## config.mk

```make
export PLATFORM = sky130hd
export DESIGN_NAME = data_write_buffer_flat
export DESIGN_NICKNAME = d
export VERILOG_FILES = /design/src/rtl/data_write_buffer_pkg.sv /design/src/rtl/data_write_buffer_if.sv /design/src/rtl/data_write_buffer_store_fifo.sv /design/src/rtl/data_write_buffer.sv /design/src/flat_wrapper.sv
export SDC_FILE = /design/constraint.sdc
export NUM_CORES = 1
export LEC_CHECK = 0
export CORE_MARGIN = 8
export CORE_UTILIZATION = 55
export DETAILED_ROUTE_END_ITERATION = 6
export PLACE_DENSITY = 0.89
export RECOVER_POWER = 100
export SLEW_MARGIN = 20
export SYNTH_ARGS = -nofsm -noshare
export SYNTH_HDL_FRONTEND = slang
export SYNTH_HIERARCHICAL = 1
export SYNTH_SLANG_ARGS = --single-unit
```

## constraint.sdc

```tcl
create_clock -name clk -period 9.2 [get_ports clk]
set_clock_uncertainty 0.1 [all_clocks]
set_input_delay 2.3 -clock clk [delete_from_list [all_inputs] [get_ports clk]]
set_output_delay 2.3 -clock clk [all_outputs]
set_load 0.03 [all_outputs]
```

## src/rtl/data_write_buffer_pkg.sv

```systemverilog
// Shared types and constants for the posted-write buffer between the store unit
// and the AXI data-side write channel.
package data_write_buffer_pkg;

  localparam logic [2:0] SIZE_4B    = 3'b010;
  localparam logic [1:0] BURST_INCR = 2'b01;
  localparam logic [7:0] LEN_SINGLE = 8'd0;

  typedef enum logic [1:0] {
    IDLE   = 2'd0,
    SEND   = 2'd1,
    WAIT_B = 2'd2
  } state_e;

  typedef struct packed {
    logic [29:0] addr;
    logic [3:0]  wen;
    logic [31:0] data;
  } entry_t;

  function automatic logic [31:0] entry_byte_addr(input entry_t e);
    return {e.addr, 2'b00};
  endfunction

endpackage

```

## src/rtl/data_write_buffer_if.sv

```systemverilog
// AXI4 write-channel bundle (AW, W, B) driven by the write buffer as master.
interface data_write_buffer_if;
  logic [3:0]  awid;
  logic [31:0] awaddr;
  logic [7:0]  awlen;
  logic [2:0]  awsize;
  logic [1:0]  awburst;
  logic        awvalid;
  logic        awready;
  logic [3:0]  wid;
  logic [31:0] wdata;
  logic [3:0]  wstrb;
  logic        wlast;
  logic        wvalid;
  logic        wready;
  logic [3:0]  bid;
  logic [1:0]  bresp;
  logic        bvalid;
  logic        bready;

  modport master (
    output awid, awaddr, awlen, awsize, awburst, awvalid,
    input  awready,
    output wid, wdata, wstrb, wlast, wvalid,
    input  wready,
    input  bid, bresp, bvalid,
    output bready
  );

  modport slave (
    input  awid, awaddr, awlen, awsize, awburst, awvalid,
    output awready,
    input  wid, wdata, wstrb, wlast, wvalid,
    output wready,
    output bid, bresp, bvalid,
    input  bready
  );
endinterface

```

## src/rtl/data_write_buffer_store_fifo.sv

```systemverilog
// In-order store queue with occupancy count and a parallel word-address
// compare across every live entry (the in-flight head included).
module data_write_buffer_store_fifo
  import data_write_buffer_pkg::*;
#(
  parameter  int DEPTH = 4,
  localparam int PTR_W = $clog2(DEPTH),
  localparam int CNT_W = PTR_W + 1
) (
  input  logic             clk,
  input  logic             resetn,
  input  logic             push,
  input  logic             pop,
  input  entry_t           push_entry,
  input  logic [29:0]      ld_word,
  output entry_t           head,
  output logic [CNT_W-1:0] count,
  output logic             ld_hit
);

  entry_t           mem_r [DEPTH];
  logic [PTR_W-1:0] wr_ptr_r;
  logic [PTR_W-1:0] rd_ptr_r;
  logic [CNT_W-1:0] count_r;
  logic             hit_s;
  logic [PTR_W-1:0] offs_s;

  // Pointer and occupancy tracking; push and pop together leave count unchanged.
  always_ff @(posedge clk or negedge resetn) begin
    if (!resetn) begin
      wr_ptr_r <= '0;
      rd_ptr_r <= '0;
      count_r  <= '0;
    end else begin
      if (push) wr_ptr_r <= wr_ptr_r + PTR_W'(1);
      if (pop)  rd_ptr_r <= rd_ptr_r + PTR_W'(1);
      case ({push, pop})
        2'b10:   count_r <= count_r + CNT_W'(1);
        2'b01:   count_r <= count_r - CNT_W'(1);
        default: count_r <= count_r;
      endcase
    end
  end

  // Entry storage; payload needs no reset since liveness comes from the count.
  always_ff @(posedge clk) begin
    if (push) mem_r[wr_ptr_r] <= push_entry;
  end

  // An entry is live when its distance from the read pointer is below count.
  always_comb begin
    hit_s  = 1'b0;
    offs_s = '0;
    for (int i = 0; i < DEPTH; i++) begin
      offs_s = PTR_W'(i) - rd_ptr_r;
      if (({1'b0, offs_s} < count_r) && (mem_r[i].addr == ld_word)) begin
        hit_s = 1'b1;
      end else begin
        hit_s = hit_s;
      end
    end
  end

  assign head   = mem_r[rd_ptr_r];
  assign count  = count_r;
  assign ld_hit = hit_s;

endmodule

```

## src/rtl/data_write_buffer.sv

```systemverilog
// Posted-write buffer: queues byte-enabled word stores and drains them in order
// as single-beat AXI4 writes with one transaction outstanding.
module data_write_buffer
  import data_write_buffer_pkg::*;
#(
  parameter int         DEPTH  = 4,
  parameter logic [3:0] AXI_ID = 4'd1
) (
  input  logic                clk,
  input  logic                resetn,
  input  logic                st_valid,
  input  logic [3:0]          st_wen,
  input  logic [31:0]         st_addr,
  input  logic [31:0]         st_wdata,
  output logic                st_ready,
  input  logic [31:0]         ld_addr,
  output logic                ld_hit,
  output logic                buf_empty,
  data_write_buffer_if.master axi
);

  localparam int CNT_W = $clog2(DEPTH) + 1;

  entry_t           head_s;
  entry_t           push_entry_s;
  logic [CNT_W-1:0] count_s;
  logic             st_ready_s;
  logic             push_s;
  logic             pop_s;
  logic             aw_hs_s;
  logic             w_hs_s;
  logic             aw_fin_s;
  logic             w_fin_s;
  logic             unused_s;

  state_e state_r;
  logic   aw_done_r;
  logic   w_done_r;
  logic   awvalid_r;
  logic   wvalid_r;
  logic   bready_r;

  // Fullness is judged on the registered count, so a same-cycle pop never frees a slot.
  assign st_ready_s   = (count_s != CNT_W'(DEPTH));
  assign push_s       = st_valid && st_ready_s && (st_wen != 4'b0000);
  assign pop_s        = (state_r == WAIT_B) && bready_r && axi.bvalid;
  assign push_entry_s = '{addr: st_addr[31:2], wen: st_wen, data: st_wdata};

  assign aw_hs_s  = awvalid_r && axi.awready;
  assign w_hs_s   = wvalid_r && axi.wready;
  assign aw_fin_s = aw_done_r || aw_hs_s;
  assign w_fin_s  = w_done_r || w_hs_s;

  data_write_buffer_store_fifo #(.DEPTH(DEPTH)) u_store_fifo (
    .clk       (clk),
    .resetn    (resetn),
    .push      (push_s),
    .pop       (pop_s),
    .push_entry(push_entry_s),
    .ld_word   (ld_addr[31:2]),
    .head      (head_s),
    .count     (count_s),
    .ld_hit    (ld_hit)
  );

  // Transaction sequencer: AW and W complete independently, then wait for B.
  always_ff @(posedge clk or negedge resetn) begin
    if (!resetn) begin
      state_r   <= IDLE;
      aw_done_r <= 1'b0;
      w_done_r  <= 1'b0;
      awvalid_r <= 1'b0;
      wvalid_r  <= 1'b0;
      bready_r  <= 1'b0;
    end else begin
      case (state_r)
        IDLE: begin
          if (count_s != CNT_W'(0)) begin
            state_r   <= SEND;
            awvalid_r <= 1'b1;
            wvalid_r  <= 1'b1;
          end
          aw_done_r <= 1'b0;
          w_done_r  <= 1'b0;
          bready_r  <= 1'b0;
        end
        SEND: begin
          if (aw_fin_s && w_fin_s) begin
            state_r   <= WAIT_B;
            aw_done_r <= 1'b0;
            w_done_r  <= 1'b0;
            awvalid_r <= 1'b0;
            wvalid_r  <= 1'b0;
            bready_r  <= 1'b1;
          end else begin
            aw_done_r <= aw_fin_s;
            w_done_r  <= w_fin_s;
            awvalid_r <= !aw_fin_s;
            wvalid_r  <= !w_fin_s;
          end
        end
        WAIT_B: begin
          if (axi.bvalid) begin
            bready_r <= 1'b0;
            if (count_s > CNT_W'(1)) begin
              state_r   <= SEND;
              awvalid_r <= 1'b1;
              wvalid_r  <= 1'b1;
            end else begin
              state_r <= IDLE;
            end
          end
        end
        default: begin
          state_r   <= IDLE;
          aw_done_r <= 1'b0;
          w_done_r  <= 1'b0;
          awvalid_r <= 1'b0;
          wvalid_r  <= 1'b0;
          bready_r  <= 1'b0;
        end
      endcase
    end
  end

  // Payload comes straight from the head, which cannot move until B is taken.
  assign axi.awid    = AXI_ID;
  assign axi.awaddr  = entry_byte_addr(head_s);
  assign axi.awlen   = LEN_SINGLE;
  assign axi.awsize  = SIZE_4B;
  assign axi.awburst = BURST_INCR;
  assign axi.awvalid = awvalid_r;
  assign axi.wid     = AXI_ID;
  assign axi.wdata   = head_s.data;
  assign axi.wstrb   = head_s.wen;
  assign axi.wlast   = 1'b1;
  assign axi.wvalid  = wvalid_r;
  assign axi.bready  = bready_r;

  assign st_ready  = st_ready_s;
  assign buf_empty = (count_s == CNT_W'(0));
  assign unused_s  = ^{axi.bid, axi.bresp, st_addr[1:0]};

endmodule

```

## src/flat_wrapper.sv

```systemverilog
// flat-port wrapper written by rule: the top's interface ports become plain ports
module data_write_buffer_flat import data_write_buffer_pkg::*;
#(
  parameter int         DEPTH  = 4,
  parameter logic [3:0] AXI_ID = 4'd1
)
  (clk, resetn, st_valid, st_wen, st_addr, st_wdata, st_ready, ld_addr, ld_hit, buf_empty, axi_awid, axi_awaddr, axi_awlen, axi_awsize, axi_awburst, axi_awvalid, axi_awready, axi_wid, axi_wdata, axi_wstrb, axi_wlast, axi_wvalid, axi_wready, axi_bid, axi_bresp, axi_bvalid, axi_bready);
  data_write_buffer_if axi_i ();
  input  logic clk;
  input  logic resetn;
  input  logic st_valid;
  input  logic [3:0] st_wen;
  input  logic [31:0] st_addr;
  input  logic [31:0] st_wdata;
  output logic st_ready;
  input  logic [31:0] ld_addr;
  output logic ld_hit;
  output logic buf_empty;
  output wire logic [$bits(axi_i.awid)-1:0] axi_awid;
  output wire logic [$bits(axi_i.awaddr)-1:0] axi_awaddr;
  output wire logic [$bits(axi_i.awlen)-1:0] axi_awlen;
  output wire logic [$bits(axi_i.awsize)-1:0] axi_awsize;
  output wire logic [$bits(axi_i.awburst)-1:0] axi_awburst;
  output wire logic [$bits(axi_i.awvalid)-1:0] axi_awvalid;
  input wire logic [$bits(axi_i.awready)-1:0] axi_awready;
  output wire logic [$bits(axi_i.wid)-1:0] axi_wid;
  output wire logic [$bits(axi_i.wdata)-1:0] axi_wdata;
  output wire logic [$bits(axi_i.wstrb)-1:0] axi_wstrb;
  output wire logic [$bits(axi_i.wlast)-1:0] axi_wlast;
  output wire logic [$bits(axi_i.wvalid)-1:0] axi_wvalid;
  input wire logic [$bits(axi_i.wready)-1:0] axi_wready;
  input wire logic [$bits(axi_i.bid)-1:0] axi_bid;
  input wire logic [$bits(axi_i.bresp)-1:0] axi_bresp;
  input wire logic [$bits(axi_i.bvalid)-1:0] axi_bvalid;
  output wire logic [$bits(axi_i.bready)-1:0] axi_bready;
  assign axi_awid = axi_i.awid;
  assign axi_awaddr = axi_i.awaddr;
  assign axi_awlen = axi_i.awlen;
  assign axi_awsize = axi_i.awsize;
  assign axi_awburst = axi_i.awburst;
  assign axi_awvalid = axi_i.awvalid;
  assign axi_i.awready = axi_awready;
  assign axi_wid = axi_i.wid;
  assign axi_wdata = axi_i.wdata;
  assign axi_wstrb = axi_i.wstrb;
  assign axi_wlast = axi_i.wlast;
  assign axi_wvalid = axi_i.wvalid;
  assign axi_i.wready = axi_wready;
  assign axi_i.bid = axi_bid;
  assign axi_i.bresp = axi_bresp;
  assign axi_i.bvalid = axi_bvalid;
  assign axi_bready = axi_i.bready;
  data_write_buffer #(.DEPTH(DEPTH), .AXI_ID(AXI_ID)) u_core (.clk(clk), .resetn(resetn), .st_valid(st_valid), .st_wen(st_wen), .st_addr(st_addr), .st_wdata(st_wdata), .st_ready(st_ready), .ld_addr(ld_addr), .ld_hit(ld_hit), .buf_empty(buf_empty), .axi(axi_i));
endmodule
```

# After elaboration in Yosys (flattened, before gate mapping)
# Memory sizes are Yosys's and may differ from the RTL's.
# Index checks and enable logic that the tools add are counted.
# word_totals
mem_count,1
ramBits,264
output_inout_bits,96
register_bits,14
# classes
n_eq_ne,13
mux,26
reduce_logical,23
order_cmp,5
n_addsub,8
# mem_list
name,words,word_bits,rd,rd_clocked_by_memory_dff,write_ports,line,text
u_core.u_store_fifo.mem_r,4,66,5,0,1,data_write_buffer_store_fifo.sv:21,entry_t mem_r [DEPTH];
# op_table
op,count
equality test 30 bit,4
2-to-1 mux 1 bit,16
less-than comparator 2 x 3 -> 1 bit,4
logical AND 1 bit,11
2-to-1 mux 2 bit,3
one-hot mux 1 bit (2 select lines),3
one-hot mux 1 bit (3 select lines),2
one-hot mux 2 bit (3 select lines),1
one-hot mux 3 bit (2 select lines),1
AND reduction 3 bit,2
"adder 2 x 1 -> 2 bit, second input constant",2
"equality test 2 x 1 -> 1 bit, second input constant",2
"equality test 2 bit, second input constant",2
"!= test 2 x 1 -> 1 bit, second input constant",2
"!= test 2 bit, second input constant",2
nonzero test 4 bit,1
"subtractor 1 x 2 -> 2 bit, first input constant",2
"subtractor 2 bit, first input constant",2
"adder 3 x 1 -> 3 bit, second input constant",1
"> comparator 3 x 1 -> 1 bit, second input constant",1
zero test 3 bit,1
"!= test 3 bit, second input constant",1
nonzero test 3 bit,1
"subtractor 3 x 1 -> 3 bit, second input constant",1
5 further kinds,7

# Depth between registers and ports, before layout
# Gate-level depths: netlist of the first run.
# logic_depth
ltp_word,7
ltp_mapped,10

# By module
# The synthesis of the first run kept the hierarchy.
# by_module_without_submodules
module,n_inst,seq_area_each_um2,area_per_inst_um2,cells_each
data_write_buffer_store_fifo,1,8102.8,11312.1,561
data_write_buffer,1,175.2,569.3,64

# Worst setup path after synthesis of the first run
# OpenSTA, ideal clock, no wires.
# synth_timing
path_kind,in2out
startpoint,input port ld_addr[7]
endpoint,output port ld_hit
path_buffers,1
slack_ps,3351
arrival_time_ps,3449
cell_stages,6
required_ps,6800
cell_sequence,buf_2 > xor2_1 > nor4_1 > nand3_1 > a2111oi_0 > or4_1
# synth_between
elab_chain_cells,6
word_cells_on_any_way,12
cone_classes,eq/ne: 4; mux: 4; reduce/logical: 4
# synth_rtl
item,line,text
start: declaration,flat_wrapper.sv:16,input logic [31:0] ld_addr;
equality test 30 bit,data_write_buffer_store_fifo.sv:56,"if (({1'b0, offs_s} < count_r) && (mem_r[i].addr == ld_word)) begin"
logical AND 1 bit,data_write_buffer_store_fifo.sv:56,
2-to-1 mux 1 bit (3 in series),data_write_buffer_store_fifo.sv:56,
2-to-1 mux 1 bit (*),data_write_buffer_store_fifo.sv:56,
end: declaration,flat_wrapper.sv:17,output logic ld_hit;
# Mark *: on every way between the ends. The rest lies on a longest branch, timed or not.

# Worst setup path in the final report of the first run
# layout_timing
startpoint,register u_core.u_store_fifo.rd_ptr_r[0]
endpoint,output port ld_hit
# layout_between
elab_chain_cells,7
word_cells_on_any_way,16
cone_classes,add/sub: 4; order compare: 4; mux: 4; reduce/logical: 4
# layout_rtl
item,line,text
start: declaration,data_write_buffer_store_fifo.sv:23,logic [PTR_W-1:0] rd_ptr_r;
start signal: assignment,data_write_buffer_store_fifo.sv:36,if (pop) rd_ptr_r <= rd_ptr_r + PTR_W'(1);
subtractor 1 x 2 -> 2 bit,data_write_buffer_store_fifo.sv:55,offs_s = PTR_W'(i) - rd_ptr_r;
less-than comparator 2 x 3 -> 1 bit,data_write_buffer_store_fifo.sv:56,
logical AND 1 bit,data_write_buffer_store_fifo.sv:56,
2-to-1 mux 1 bit (3 in series),data_write_buffer_store_fifo.sv:56,
2-to-1 mux 1 bit (*),data_write_buffer_store_fifo.sv:56,
# Marks and branches as above.

==> results.sh, run 1 <==
export IMPL_r2r_slack_ns=3.64
export IMPL_fill_cells=1355
export IMPL_ys_seq_elements=278
export IMPL_grt_pass1_vias=6691
export IMPL_hold_class="register to register"
export IMPL_clk_pin_slew_worst_paths_ns=0.06
export IMPL_power_w=0.00430
export IMPL_grt_pass1_wl_mm=39.8
export IMPL_comb_power_share=0.308
export IMPL_io_buffers=173
export IMPL_violations="capacitance limit, slew limit"
export IMPL_ant_nets=0
export IMPL_reg2reg_depth=3
export IMPL_cts_buffer_depth=3
export IMPL_syn_area_um2=11900
export IMPL_r2r_start="u_core/u_store_fifo/count[0]"
export IMPL_drv_cap=7
export IMPL_antenna_found_initial=8
export IMPL_grt_ovfl_total=0
export IMPL_hold_path_end="u_core/w_done_r"
export IMPL_nets=933
export IMPL_critPathMaxFanout=46
export IMPL_slew_limit_headroom=-2.51
export IMPL_power_density_nw_per_um2=292
export IMPL_avgViaCountPerCell=5.72
export IMPL_p_switching_w=0.00138
export IMPL_swShare=0.321
export IMPL_worst_setup_path_start_kind="register"
export IMPL_cp_end_kind="output pin"
export IMPL_pre_cts_slack_ns=1.93
export IMPL_worstPathRequired_ns=6.80
export IMPL_period_needed_ns=7.85
export IMPL_wirelength_mm=26.7
export IMPL_finalSetupViolCount=0
export IMPL_seq_area_frac_synth=0.697
export IMPL_num_rows=53
export IMPL_grtUsageTotal=0.198
export IMPL_drtPass1Iterations=5
export IMPL_antennaDiodeCount=0
export IMPL_finalHoldViolCount=0
export IMPL_cts_resized=0
export IMPL_drc=0
export IMPL_worstHoldPathCells=1
export IMPL_synth_cells=625
export IMPL_hold_path_startpoint="u_core/w_done_r"
export IMPL_post_cts_repair_setup_buffers=0
export IMPL_post_dp_hpwl_mm=17.8
export IMPL_fp_dieH_um=163
export IMPL_setup_tns_ns=0
export IMPL_intPower_w=0.00292
export IMPL_max_vdd_ir_drop_v=0.000263
export IMPL_avgSynthCellArea_um2=19.0
export IMPL_worst_slew_pin_slew_ns=5.27
export IMPL_cts_buffers=28
export IMPL_cts_tree="done"
export IMPL_clock_latency_ns=0.51
export IMPL_gp_routability_congestion=0.838
export IMPL_synth_warnings=6
export IMPL_final_cells=1106
export IMPL_cts_sinks=278
export IMPL_syn_to_final_growth_pct=23.9
export IMPL_synth_distinct_cells=35
export IMPL_dp_cells=1055
export IMPL_outcome="complete, but fails checks"
export IMPL_io_pins=208
export IMPL_dr_total_vias=6326
export IMPL_grt_max_degree=70
export IMPL_path_cells="clkbuf_2, nand2b_1, a31oi_1, nand4_1, nor4_1, or4_1, dlygate4sd3_1"
export IMPL_die_w_um=163
export IMPL_slowest_stage="dfrtp_1"
export IMPL_root_buffer="clkbuf_16"
export IMPL_wl_per_cell_um=24.2
export IMPL_layout_drive_gt1_share=0.141
export IMPL_setup_ws_ns=1.35
export IMPL_timing_rr_end="u_core/u_store_fifo/mem_r[3][45]"
export IMPL_max_freq_ghz=0.127
export IMPL_first_iter_violations=493
export IMPL_stdcell_area_um2=14700
export IMPL_worstPathArrival_ns=5.45
export IMPL_p_seq_frac=0.426
export IMPL_h_tree_depth=1
export IMPL_post_route_period_util=0.853
export IMPL_die_area_um2=26600
export IMPL_core_area_um2=21100
export IMPL_path_delay_family="buffers and inverters"
export IMPL_rsz0062_at_grt="no"
export IMPL_holdBufCountCts=0
export IMPL_crit_buf_inv=2
export IMPL_place_area_um2=13800
export IMPL_start_util=0.563
export IMPL_p_leak_nw=4.91
export IMPL_critPathKind="register to output pin"
export IMPL_cpPeakStageDelay_ns=1.54
export IMPL_slew_violations=344
export IMPL_pwr_share_clk=0.265
-- power by group through the flow --
stage          clock [W]  combinational, W  sequential [W]
2_1_floorplan          0          0.000906         0.00178
3_3_place_gp           0           0.00139         0.00181
3_5_place_dp           0           0.00140         0.00183
4_1_cts          0.00116           0.00141         0.00181
5_1_grt          0.00121           0.00141         0.00186
6_report         0.00114           0.00133         0.00183
-- per-layer routing --
layer / vias up / part of all wire / GRT usage
met5: - / 0.0027 / 0
met2: 299 / 0.50 / 0.330
li1: 2792 / - / -
met3: 52 / 0.097 / 0.0589
met1: 3171 / 0.39 / 0.254
met4: 12 / 0.016 / 0.0434
-- worst register-to-register path, stage by stage, from the launching register on --
cell and delay [ns]:
dfrtp_1 0.49, nor2_1 0.10, a21oi_1 0.44, and2_0 3.73
-- through the flow --
step                hold WS [ns]   util
global placement           0.373  0.655
global route               0.431  0.698
floorplan                  0.365      -
finish                     0.409  0.698
CTS                        0.407  0.699
detailed placement         0.394  0.655
-- cell usage after synthesis, drive strengths merged --
library cell	count	area, µm²
o41ai	1	8.76
edfxtp	264	7930
dfrtp	14	350
nor4	22	138
o2bb2ai	1	8.76
xnor2	28	245
a21oi	7	35.0
a31oi	2	12.5
or4	1	7.51
buf	36	245
nand3	3	15.0
conb	2	7.51
o31ai	1	21.3
o22ai	1	6.26
and2	4	25.0
o21ai	3	15.0
o21a	2	15.0
a2111oi	3	26.3
nor2	7	26.3
nor2b	2	17.5
xor2	99	867
nand2	6	22.5
mux4	66	1490
clkbuf	6	22.5
ha	9	113
nor3	4	20.0
nand4	11	68.8
a21o	3	25.0
a32o	2	20.0
nand2b	3	18.8
inv	10	37.5
and3	1	6.26
fa	1	20.0
-- kinds of logic (layout without fill, tap and decap cells) --
kind of cell | Yosys count | in the layout | share of synthesized area
AOI/OAI and AO/OA | 26 | 26 | 0.0163
xor gates and xnor gates | 127 | 127 | 0.0936
adders and majority gates | 10 | 10 | 0.0112
buffers and inverters | 52 | 236 | 0.0257
DFF | 278 | 278 | 0.697
muxes | 66 | 66 | 0.125
other | 2 | 24 | 0.000632
and+or+nand+nor | 64 | 64 | 0.0308
-- cell type report --
class / instances / area (µm²) / share of cell area
clock buffers: 32 / 737 / 0.0501
clock inverters: 18 / 204 / 0.0139
inverters: 10 / 37.5 / 0.00255
multi-input cells: 317 / 3370 / 0.229
flip-flops and latches: 278 / 8280 / 0.563
well taps: 275 / 344 / 0.0234
repair buffers: 176 / 1750 / 0.119
-- cell usage in the layout, fill, tap and decap left out, drive strengths merged, types with 2 or more instances in the layout --
cell type,synthesis,layout
xor2,99,99
and2,4,4
bufinv,0,4
clkbuf,6,34
a32o,2,2
clkdlybuf4s50,0,35
o21a,2,2
a21o,3,3
nand4,11,11
xnor2,28,28
nand3,3,3
mux4,66,66
o21ai,3,3
dfrtp,14,14
conb,2,24
nor2b,2,2
nor3,4,4
edfxtp,264,264
clkinv,0,9
clkinvlp,0,4
a31oi,2,2
inv,10,11
nor4,22,22
nor2,7,7
dlygate4sd3,0,138
a2111oi,3,3
nand2,6,6
a21oi,7,7
ha,9,9
nand2b,3,3
-- flip-flops by register name, indices dropped and copies added (netlist names) --
| register | cells |
|---|---|
| u_core/axi.bready | 1 |
| u_core/axi.awvalid | 1 |
| u_core/state_r | 2 |
| u_core/aw_done_r | 1 |
| u_core/u_store_fifo/count | 3 |
| u_core/axi.wvalid | 1 |
| u_core/u_store_fifo/mem_r | 264 |
| u_core/w_done_r | 1 |
| u_core/u_store_fifo/rd_ptr_r | 2 |
| u_core/u_store_fifo/wr_ptr_r | 2 |
-- worst max path at each step --
stage / from / end / slack (ns) / cells past startpoint
4_1_cts: ld_addr[24] / ld_hit / 1.76 / 7
5_1_grt: u_core/u_store_fifo/rd_ptr_r[0] / ld_hit / 0.88 / 7
2_1_floorplan: ld_addr[7] / ld_hit / 3.35 / 6
6_report: u_core/u_store_fifo/rd_ptr_r[0] / ld_hit / 1.35 / 7
3_3_place_gp: ld_addr[24] / ld_hit / 1.98 / 7
3_5_place_dp: ld_addr[24] / ld_hit / 1.93 / 7
Note: power is estimated with default switching activity, not from simulation.
==> inputs of run 2 (changes only) <==
--- a/config.mk
+++ b/config.mk
@@ -10,6 +10,7 @@
 export DETAILED_ROUTE_END_ITERATION = 6
 export PLACE_DENSITY = 0.89
 export RECOVER_POWER = 100
+export REMOVE_ABC_BUFFERS = 1
 export SLEW_MARGIN = 20
 export SYNTH_ARGS = -nofsm -noshare
 export SYNTH_HDL_FRONTEND = slang
==> results.sh, run 2 (synthesis results as in run 1) <==
export IMPL_outcome="complete, but fails checks"
export IMPL_violations="capacitance limit, slew limit"
export IMPL_post_route_util=0.698
export IMPL_post_dp_hpwl_mm=18.1
export IMPL_max_vdd_ir_drop_v=0.000214
export IMPL_post_cts_repair_setup_buffers=0
export IMPL_critPathMaxFanout=44
export IMPL_p_leak_nw=4.92
export IMPL_top_register="u_core/u_store_fifo/mem_r"
export IMPL_worstPathRequired_ns=6.80
export IMPL_setup_tns_ns=0
export IMPL_slew_violations=342
export IMPL_drv_cap=6
export IMPL_grtUsageTotal=0.204
export IMPL_grt_max_degree=70
export IMPL_fp_dieH_um=163
export IMPL_worst_slew_pin_slew_ns=5.30
export IMPL_io_pins=208
export IMPL_cts_buffers=27
export IMPL_ant_nets=0
export IMPL_slew_limit_headroom=-2.53
export IMPL_period_needed_ns=7.68
export IMPL_final_common_cell="edfxtp_1"
export IMPL_cp_end_kind="output pin"
export IMPL_finalSetupViolCount=0
export IMPL_cts_buffer_depth=3
export IMPL_layout_drive_gt1_share=0.140
export IMPL_nets=931
export IMPL_die_area_um2=26600
export IMPL_antenna_found_initial=12
export IMPL_grt_pass1_vias=6770
export IMPL_cts_tree="done"
export IMPL_critPathKind="register to output pin"
export IMPL_clock_latency_ns=0.53
export IMPL_cts_resized=0
export IMPL_holdBufCountCts=0
export IMPL_first_iter_violations=433
export IMPL_start_util=0.563
export IMPL_root_buffer="clkbuf_16"
export IMPL_wirelength_mm=27.4
export IMPL_core_area_um2=21100
export IMPL_grt_pass1_wl_mm=41.0
export IMPL_io_buffers=173
export IMPL_worst_setup_path_start_kind="register"
export IMPL_power_density_nw_per_um2=293
export IMPL_worstPathArrival_ns=5.28
export IMPL_post_route_period_util=0.835
export IMPL_hold_class="register to register"
export IMPL_die_w_um=163
export IMPL_gp_routability_congestion=0.805
export IMPL_largest_register_ffs=264
export IMPL_final_cell_mix="edfxtp_1 (264), dlygate4sd3_1 (137), xor2_1 (99)"
export IMPL_syn_to_final_growth_pct=23.9
export IMPL_finalHoldViolCount=0
export IMPL_grt_ovfl_total=0
export IMPL_cts_sinks=278
export IMPL_num_rows=53
export IMPL_rsz0062_at_grt="no"
export IMPL_clk_pin_slew_worst_paths_ns=0.06
export IMPL_wl_per_cell_um=24.6
export IMPL_h_tree_depth=1
export IMPL_drtPass1Iterations=5
export IMPL_avgViaCountPerCell=5.80
export IMPL_dr_total_vias=6449
export IMPL_drc=0
export IMPL_max_freq_ghz=0.130
[run 2: cell count changes in the layout (fill, tap and decap cells not counted), sizes merged]
cell           before  now
clkinv              9    8
clkbuf             34   36
diode               0    6
dlygate4sd3       138  137
clkdlybuf4s50      35   36
clkinvlp            4    2
[run 2: final timing paths]
| check | from | end | slack (ns) | depth (start not counted) |
|---|---|---|---|---|
| worst min-delay path | u_core/w_done_r | u_core/w_done_r | 0.40 | 1 |
| max in group asynchronous | resetn | u_core/u_store_fifo/rd_ptr_r[1] | 6.45 | 1 |
| worst max register to register | u_core/u_store_fifo/count[0] | u_core/u_store_fifo/mem_r[0][4] | 3.65 | 3 |
| worst max-delay path | u_core/u_store_fifo/rd_ptr_r[0] | ld_hit | 1.52 | 7 |
| worst min register to register | u_core/w_done_r | u_core/w_done_r | 0.40 | 1 |
| min in group asynchronous | resetn | u_core/u_store_fifo/count[0] | 2.12 | 1 |
[run 2: power by group]
part           switching, W  leakage [nW]  internal [W]
logic              0.000789          1.88      0.000536
registers          0.000138          2.58       0.00170
clock network      0.000456         0.456      0.000689
[run 2: per-layer routing]
| layer | part of all wire | vias to the layer above | GRT usage | wire length [µm] |
|---|---|---|---|---|
| met5 | 0.0027 | - | 0 | 73 |
| met4 | 0.020 | 12 | 0.0538 | 555 |
| met3 | 0.12 | 56 | 0.0705 | 3230 |
| met2 | 0.49 | 345 | 0.333 | 13300 |
| met1 | 0.37 | 3230 | 0.258 | 10200 |
| li1 | - | 2806 | - | - |
[run 2: cell type report]
class | instances | area, µm²
Clock buffer | 35 | 756
Timing Repair Buffer | 175 | 1740
Sequential cell | 278 | 8280
Antenna cell | 6 | 15.0
Multi-Input combinational cell | 317 | 3370
Clock inverter | 15 | 179
Fill cell | 1323 | 6370
Tap cell | 275 | 344
Inverter | 10 | 37.5
[run 2: per-stage QoR]
step,cells,hold WS [ns],total power [W],area [µm²],setup slack [ns]
CTS,1105,0.409,0.00438,14700,1.80
global placement,1055,0.378,0.00320,13800,1.86
detailed placement,1055,0.395,0.00323,13800,1.83
finish,1111,0.404,0.00431,14700,1.52
floorplan,605,0.365,0.00267,11700,2.61
global route,1108,0.435,0.00450,14700,0.979
[run 2: critical path: stages, from the launching register on]
cell and delay, ns:
dfrtp_1 1.49, clkbuf_2 1.41, nand2b_1 0.25, a31oi_1 0.09, nand4_1 0.14, nor4_1 0.06, or4_1 0.55, dlygate4sd3_1 0.72
==> inputs of run 3 (changes only) <==
--- a/config.mk
+++ b/config.mk
@@ -6,9 +6,9 @@
 export NUM_CORES = 1
 export LEC_CHECK = 0
 export CORE_MARGIN = 8
-export CORE_UTILIZATION = 55
+export CORE_UTILIZATION = 48
 export DETAILED_ROUTE_END_ITERATION = 6
-export PLACE_DENSITY = 0.89
+export PLACE_DENSITY = 0.83
 export RECOVER_POWER = 100
 export REMOVE_ABC_BUFFERS = 1
 export SLEW_MARGIN = 20
==> constraint.sdc (replaced) <==
create_clock -name clk -period 6.9 [get_ports clk]
set_clock_uncertainty 0.1 [all_clocks]
set_input_delay 1.725 -clock clk [delete_from_list [all_inputs] [get_ports clk]]
set_output_delay 1.725 -clock clk [all_outputs]
set_load 0.03 [all_outputs]
==> results.sh, run 3 (synthesis results as in run 1) <==
export IMPL_period_needed_ns=6.28
export IMPL_path_cells="clkdlybuf4s50_1, xor2_1, nor4_1, nand4_1, a2111oi_0, or4_1, dlygate4sd3_1"
export IMPL_place_area_um2=13900
export IMPL_cp_end_kind="output pin"
export IMPL_final_common_cell="edfxtp_1"
export IMPL_r2r_slack_ns=2.04
export IMPL_fill_cells=1750
export IMPL_cts_sinks=278
export IMPL_final_cell_mix="edfxtp_1 (264), dlygate4sd3_1 (139), xor2_1 (99)"
export IMPL_path_delay_family="buffers and inverters"
export IMPL_slew_limit_headroom=-1.41
export IMPL_grtUsageTotal=0.176
export IMPL_critPathMaxFanout=4
export IMPL_drc=0
export IMPL_setup_tns_ns=0
export IMPL_syn_to_final_growth_pct=24.1
export IMPL_p_switching_w=0.00183
export IMPL_cts_tree="done"
export IMPL_die_area_um2=30000
export IMPL_clock_latency_ns=0.52
export IMPL_crit_buf_inv=2
export IMPL_worst_setup_path_start_kind="primary input"
export IMPL_drtPass1Iterations=4
export IMPL_root_buffer="clkbuf_16"
export IMPL_first_iter_violations=606
export IMPL_worst_slew_pin_slew_ns=3.61
export IMPL_top_register="u_core/u_store_fifo/mem_r"
export IMPL_post_route_period_util=0.910
export IMPL_gp_routability_congestion=0.790
export IMPL_violations="capacitance limit, slew limit"
export IMPL_die_w_um=173
export IMPL_critPathKind="primary input to output pin"
export IMPL_comb_power_share=0.308
export IMPL_core_area_um2=24300
export IMPL_dr_total_vias=6325
export IMPL_power_w=0.00565
export IMPL_finalHoldViolCount=0
export IMPL_post_dp_hpwl_mm=18.4
export IMPL_largest_register_ffs=264
export IMPL_clk_pin_slew_worst_paths_ns=0.06
export IMPL_finalSetupViolCount=0
export IMPL_io_buffers=173
export IMPL_worstPathArrival_ns=4.45
export IMPL_cts_buffer_depth=3
export IMPL_fp_dieH_um=173
export IMPL_swShare=0.324
export IMPL_pwr_share_clk=0.259
export IMPL_p_seq_frac=0.434
export IMPL_final_cells=1158
export IMPL_cts_resized=0
export IMPL_worstPathRequired_ns=5.08
export IMPL_start_util=0.489
export IMPL_hold_class="register to register"
export IMPL_cpPeakStageDelay_ns=0.76
export IMPL_grt_pass1_vias=6805
export IMPL_num_rows=57
export IMPL_wl_per_cell_um=23.5
export IMPL_antenna_found_initial=15
export IMPL_max_freq_ghz=0.159
export IMPL_avgViaCountPerCell=5.46
export IMPL_multi_input_area_um2=3370
export IMPL_layout_area_seq_um2=8280
export IMPL_grt_ovfl_total=0
export IMPL_slowest_stage="dlygate4sd3_1"
export IMPL_grt_pass1_wl_mm=40.7
export IMPL_drv_cap=5
export IMPL_io_pins=208
export IMPL_p_leak_nw=4.90
export IMPL_layout_drive_gt1_share=0.134
export IMPL_outcome="complete, but fails checks"
export IMPL_intPower_w=0.00382
export IMPL_power_density_nw_per_um2=383
export IMPL_wirelength_mm=27.2
export IMPL_stdcell_area_um2=14700
export IMPL_max_vdd_ir_drop_v=0.000285
export IMPL_nets=935
export IMPL_post_cts_repair_setup_buffers=0
export IMPL_h_tree_depth=1
export IMPL_rsz0062_at_grt="no"
export IMPL_grt_max_degree=67
export IMPL_cts_buffers=28
export IMPL_holdWs_ns=0.399
export IMPL_ant_nets=0
export IMPL_holdBufCountCts=0
export IMPL_dp_cells=1107
export IMPL_slew_violations=256
run 3: through the flow:
| stage | utilization | setup slack, ns |
|---|---|---|
| global placement | 0.571 | 0.718 |
| CTS | 0.607 | 0.705 |
| finish | 0.606 | 0.621 |
| detailed placement | 0.571 | 0.731 |
| floorplan | - | 0.886 |
| global route | 0.606 | 0.278 |
run 3: path summary, 6_finish.rpt:
| kind | to | depth (start not counted) | startpoint |
|---|---|---|---|
| worst min-delay path | u_core/w_done_r | 1 | u_core/w_done_r |
| min in group asynchronous | u_core/u_store_fifo/wr_ptr_r[1] | 1 | resetn |
| worst max register to register | u_core/u_store_fifo/mem_r[2][30] | 4 | u_core/u_store_fifo/count[0] |
| max in group asynchronous | u_core/u_store_fifo/rd_ptr_r[1] | 1 | resetn |
| worst max-delay path | ld_hit | 7 | ld_addr[10] |
| worst min register to register | u_core/w_done_r | 1 | u_core/w_done_r |
run 3: power by group through the flow:
stage | registers, W | logic (W) | clock network [W]
after floorplan | 0.00247 | 0.00110 | 0
after global placement | 0.00245 | 0.00184 | 0
after detailed placement | 0.00247 | 0.00185 | 0
after CTS | 0.00244 | 0.00186 | 0.00149
after global routing | 0.00249 | 0.00186 | 0.00155
final | 0.00245 | 0.00174 | 0.00146
run 3: final cells by class:
class	instances	area share
flip-flops and latches	278	0.562
multi-input cells	317	0.228
repair buffers	178	0.119
clock buffers	31	0.0497
well taps	324	0.0275
clock inverters	17	0.0102
inverters	10	0.00255
diodes	3	0.000509
run 3: routing by layer:
layer	track usage	share of wire	vias up
li1	-	-	2806
met1	0.222	0.40	3160
met3	0.0708	0.10	54
met2	0.285	0.48	285
met4	0.0341	0.018	20
met5	0	0.0045	-
